===== config.mk =====
export PLATFORM = sky130hd
export DESIGN_NAME = instruction_fetch_unit
export DESIGN_NICKNAME = d
export VERILOG_FILES = /design/src/rtl/instruction_fetch_unit.sv
export SDC_FILE = /design/constraint.sdc
export NUM_CORES = 1
export LEC_CHECK = 0
export BUFFER_PORTS_ARGS = -buffer_cell sky130_fd_sc_hd__buf_2
export CORE_ASPECT_RATIO = 0.5
export CORE_MARGIN = 3
export CORE_UTILIZATION = 52
export CTS_CLUSTER_SIZE = 16
export DETAILED_ROUTE_END_ITERATION = 12
export PLACE_DENSITY = 0.8
export SKIP_LAST_GASP = 1
export SLEW_MARGIN = 0
export SYNTH_ARGS = -nofsm -noshare
export SYNTH_HDL_FRONTEND = slang
export SYNTH_SLANG_ARGS = --single-unit

===== constraint.sdc =====
create_clock -name Clk -period 2.36 [get_ports Clk]
set_input_delay 0.118 -clock Clk [delete_from_list [all_inputs] [get_ports Clk]]
set_output_delay 0.118 -clock Clk [all_outputs]
set_load 0.03 [all_outputs]

===== src/rtl/instruction_fetch_unit.sv =====
// instruction_fetch_unit: SPARC fetch stage with PC/nPC delayed branch, MFC handshake and sticky faults
module instruction_fetch_unit #(
  parameter logic [31:0] RESET_PC     = 32'h0000_0000,
  parameter int          MFC_TIMEOUT  = 16,
  parameter logic [5:0]  LOAD_WORD_OP = 6'b000000
) (
  input  logic        Clk,
  input  logic        RESET,
  input  logic        MFC,
  input  logic [31:0] mem_data,
  input  logic        exec_done,
  input  logic        branch_taken,
  input  logic [31:0] branch_target,
  output logic [31:0] mem_addr,
  output logic        mem_enable,
  output logic [5:0]  mem_opcode,
  output logic [31:0] IR_Out,
  output logic        ir_valid,
  output logic [31:0] PC_out,
  output logic [31:0] NPC_out,
  output logic [1:0]  fetch_fault
);
  localparam int CW = $clog2(MFC_TIMEOUT + 1);
  localparam logic [CW-1:0] CNT_LAST = CW'(MFC_TIMEOUT - 1);
  typedef enum logic [2:0] {IDLE, REQ, WAIT_MFC, LOAD_IR, ISSUE, UPDATE, FAULT} state_t;
  state_t state, state_n;
  logic [CW-1:0] cnt;
  logic [31:0] pc, npc, br_target;
  logic br_taken;
  logic misaligned, timeout;
  assign misaligned = pc[1:0] != 2'b00;
  assign timeout = cnt == CNT_LAST;
  assign mem_opcode = LOAD_WORD_OP;
  assign PC_out = pc;
  assign NPC_out = npc;
  always_ff @(posedge Clk) state <= RESET ? IDLE : state_n;
  always_comb begin
    state_n = state;
    case (state)
      IDLE:     state_n = REQ;
      REQ:      state_n = misaligned ? FAULT : WAIT_MFC;
      WAIT_MFC: state_n = MFC ? LOAD_IR : (timeout ? FAULT : WAIT_MFC);
      LOAD_IR:  state_n = ISSUE;
      ISSUE:    state_n = exec_done ? UPDATE : ISSUE;
      UPDATE:   state_n = REQ;
      default:  state_n = FAULT;
    endcase
  end
  // branch decision is latched with exec_done and applied one cycle later in UPDATE
  always_ff @(posedge Clk) begin
    if (RESET) begin
      pc <= RESET_PC;
      npc <= RESET_PC + 32'd4;
      IR_Out <= '0;
      ir_valid <= 1'b0;
      mem_enable <= 1'b0;
      mem_addr <= '0;
      fetch_fault <= 2'b00;
      cnt <= '0;
      br_taken <= 1'b0;
      br_target <= '0;
    end else begin
      case (state)
        REQ: begin
          if (misaligned) fetch_fault <= 2'b01;
          else begin
            mem_addr <= pc;
            mem_enable <= 1'b1;
            cnt <= '0;
          end
        end
        WAIT_MFC: begin
          if (MFC) begin
            IR_Out <= mem_data;
            mem_enable <= 1'b0;
          end else if (timeout) begin
            fetch_fault <= 2'b10;
            mem_enable <= 1'b0;
          end else cnt <= cnt + 1'b1;
        end
        LOAD_IR: ir_valid <= 1'b1;
        ISSUE: begin
          if (exec_done) begin
            ir_valid <= 1'b0;
            br_taken <= branch_taken;
            br_target <= branch_target;
          end
        end
        UPDATE: begin
          pc <= npc;
          npc <= br_taken ? br_target : npc + 32'd4;
        end
        default: ;
      endcase
    end
  end
endmodule

==> reports/qor.yml <==
grt:
  overflow: 0
  grt_usage: 0.2787
  antenna_found_initial: 0
  grt_max_degree: 164
  grt_pass1_vias: 6789
  grt_pass1_wl_mm: 34.93
placed_design:
  hpwlAfterDp_mm: 14.50
  routabilityCongestion: 0.9439
  dpl.cell_count: 1250
  portBuffers: 200
floorplanning:
  die_area_mm2: 0.01542
  dieWidth_um: 172.7
  die_h_um: 89.33
  rows: 29
  fp.coreArea_mm2: 0.01310
  initial_core_util: 0.5513
  ioPinCount: 207
timing:
  slew_viol_final: 0
  post-route-period-util: 0.9173
  finalSetupViolCount: 0
  fmax_mhz: 461.9
  min_period_ns: 2.165
  fin_setup_tns_ns: 0
  rsz0062_at_grt: "no"
  slew_headroom: 0.5416
  whs_ns: -0.0001507
  report.final.hold_viol_count: 1
  tightest_slew_ns: 0.6876
  finClkSkew_ns: 0.01179
finish:
  antennaDiodeCount: 0
  post-route-util: 0.7249
  instances_no_fill: 1346
  drive_gt1_frac: 0.2284
  nNetsFinal: 1219
  area_growth_pct: 31.48
critical_path:
  crit_arrival_ns: 2.47
  crit_buf_inv: 0
  cp.required_ns: 2.66
  cpMaxStageDelayCell: "nor4_4"
  end_kind: "register"
  cp_cell_sequence: "ha_1 -> nand4_1 -> nor4_4 -> a21oi_1 -> or3_1"
  slowest_delay_ns: 0.51
  startpoint_type: "register"
  cp_max_fo: 8
  worst_path_dominant_cell_family: "simple AND/OR/NAND/NOR gates"
  path_class: "register to register"
synthesis:
  synthSimpleGateAreaFrac: 0.2576
  synth_xor_area_frac: 0.002426
  synth_area_leaders: "dfxtp_1 (48%), nand2_1 (14%), a21oi_1 (11%)"
  synth.most_common_cell: "nand2_1"
  ys_types: 56
  avgSynthCellArea_um2: 7.833
  synthTopCellsByCount: "nand2_1 (276), dfxtp_1 (173), a21oi_1 (153), clkbuf_1 (51), nor2_1 (25)"
  synth_compound_gate_area_share: 0.1805
  netlist_area_mm2: 0.007222
  postSynthCellCount: 922
  synth-edff-count: 0
  yosys_warnings: 0
  synth_adder_area_share: 0.005198
  synth.top_cell.area_share: 0.4796
  synth.largest_area_cell: "dfxtp_1"
  synth_top_family_by_area: "simple AND/OR/NAND/NOR gates"
  synthFlopType: "dfxtp_1"
  ys_ff_latch: 173
  yosysSeqAreaShare: 0.4796
  async_flop_share: 0
  muxShareOfSynthArea: 0.01958
outcome:
  status: "complete, but fails checks"
  violations: "negative hold slack"
detailed_routing:
  drc: 0
  drt_iter0_markers: 766
  post_drt_wl_per_cell_um: 16.42
  firstDrtPassIters: 5
  antenna_left: 0
  vias_per_cell: 5.603
  wirelength_mm: 22.11
  vias: 7541
pwr:
  p_leak_nw: 3.767
  power_density_mw_per_mm2: 717.7
  irDropWorstVdd_mv: 0.3944
clock_tree:
  numCtsBuffers: 17
  ctsRootBufferMaster: "clkbuf_16"
  cts_tree: "done"
  clk_latency_ns: 0.43
  clockBufferDepth: 2
  htreeDepth: 4
  cts_sinks: 173
  path_clk_slew_ns: 0.07
flow_run:
  drv_cap: 0
min_path:
  hp-class: "input pin to register"
[cell type report]
type	count	area [um^2]
fillers	1024	3603
flip-flops and latches	173	3463
multi-input cells	662	3386
repair buffers	283	1837
clock buffers	19	432.9
well taps	186	232.7
clock inverters	13	106.4
inverters	10	37.54
[sequential cells by signal, indices dropped and copies added (netlist names)]
name	count
br_target	32
NPC_out	32
br_taken	1
state	3
fetch_fault	2
mem_addr	32
mem_enable	1
IR_Out	32
cnt	5
ir_valid	1
PC_out	32
[timing repair]
item | in CTS | in global routing
buffers inserted | 0 | 0
hold endpoints to repair | 64 | 0
hold buffers | 64 | 0
resized for setup | 0 | 0
[kinds of logic (layout without fill, tap and decap cells)]
| family | count (synthesis) | in the layout |
|---|---|---|
| XOR/XNOR | 2 | 2 |
| flip-flops | 173 | 173 |
| AND/OR/NAND/NOR | 409 | 409 |
| other | 1 | 6 |
| AO/OA/AOI/OAI | 228 | 228 |
| adder cells (fa/ha/maj) | 3 | 3 |
| buffers and inverters | 92 | 325 |
| multiplexers | 14 | 14 |
[routing by layer]
metal / share of wire / up-vias / GRT usage
li1: - / 3599 / -
met1: 0.43 / 3485 / 0.3710
met2: 0.46 / 406 / 0.4596
met3: 0.092 / 51 / 0.06531
met4: 0.019 / 0 / 0.08597
met5: 0 / - / 0
[per-stage QoR]
stage	hold slack [ns]	setup slack [ns]	power, W	instance area, um^2
after detailed placement	0.3656	0.2833	0.004195	8315
after global routing	0.01176	0.03729	0.007074	9495
after global placement	0.3586	0.3480	0.004164	8315
after floorplan	0.2540	0.2798	0.003887	7241
after CTS	0.002358	0.2428	0.006829	9495
final	-0.0001507	0.1951	0.006815	9495
[cells in the final DEF, fill, tap and decap left out, types with 6 or more instances in the layout]
cell type	n
nand4_1	13
clkbuf_16	17
a21oi_1	153
dlygate4sd3_1	64
nor4_1	8
inv_1	9
a211o_1	8
nand2_1	276
mux2i_1	13
a22oi_1	21
nor3_1	23
conb_1	6
nor2b_1	7
buf_4	16
nor2_1	24
dfxtp_1	173
o21ai_0	14
a31oi_1	11
nand3_1	15
buf_2	199
[power by group]
| group | total (W) | switching (W) | leakage [nW] | internal, W |
|---|---|---|---|---|
| clock | 0.00258 | 0.00121 | 0.249 | 0.00137 |
| sequential | 0.00322 | 0.000182 | 1.40 | 0.00304 |
| combinational | 0.00102 | 0.000636 | 2.12 | 0.000380 |
| total | 0.00682 | 0.00203 | 3.77 | 0.00479 |
[worst min-delay path, cell delays in order]
cell and delay (ns):
buf_2 0.10, nand2_1 0.08, a21oi_1 0.07
[worst paths after layout]
path / slack, ns / startpoint / cells past startpoint / to
setup / recovery: 0.20 / NPC_out[2]$_SDFFE_PP1N_ / 5 / NPC_out[28]$_SDFFE_PP0N_
hold / removal: -0.0002 / mem_data[1] / 3 / IR_Out[1]$_SDFFE_PP0P_
setup reg to reg: 0.20 / NPC_out[2]$_SDFFE_PP1N_ / 5 / NPC_out[28]$_SDFFE_PP0N_
hold reg to reg: 0.45 / fetch_fault[0]$_SDFFE_PP0P_ / 2 / fetch_fault[0]$_SDFFE_PP0P_
Power figures use the tool's default switching activity.
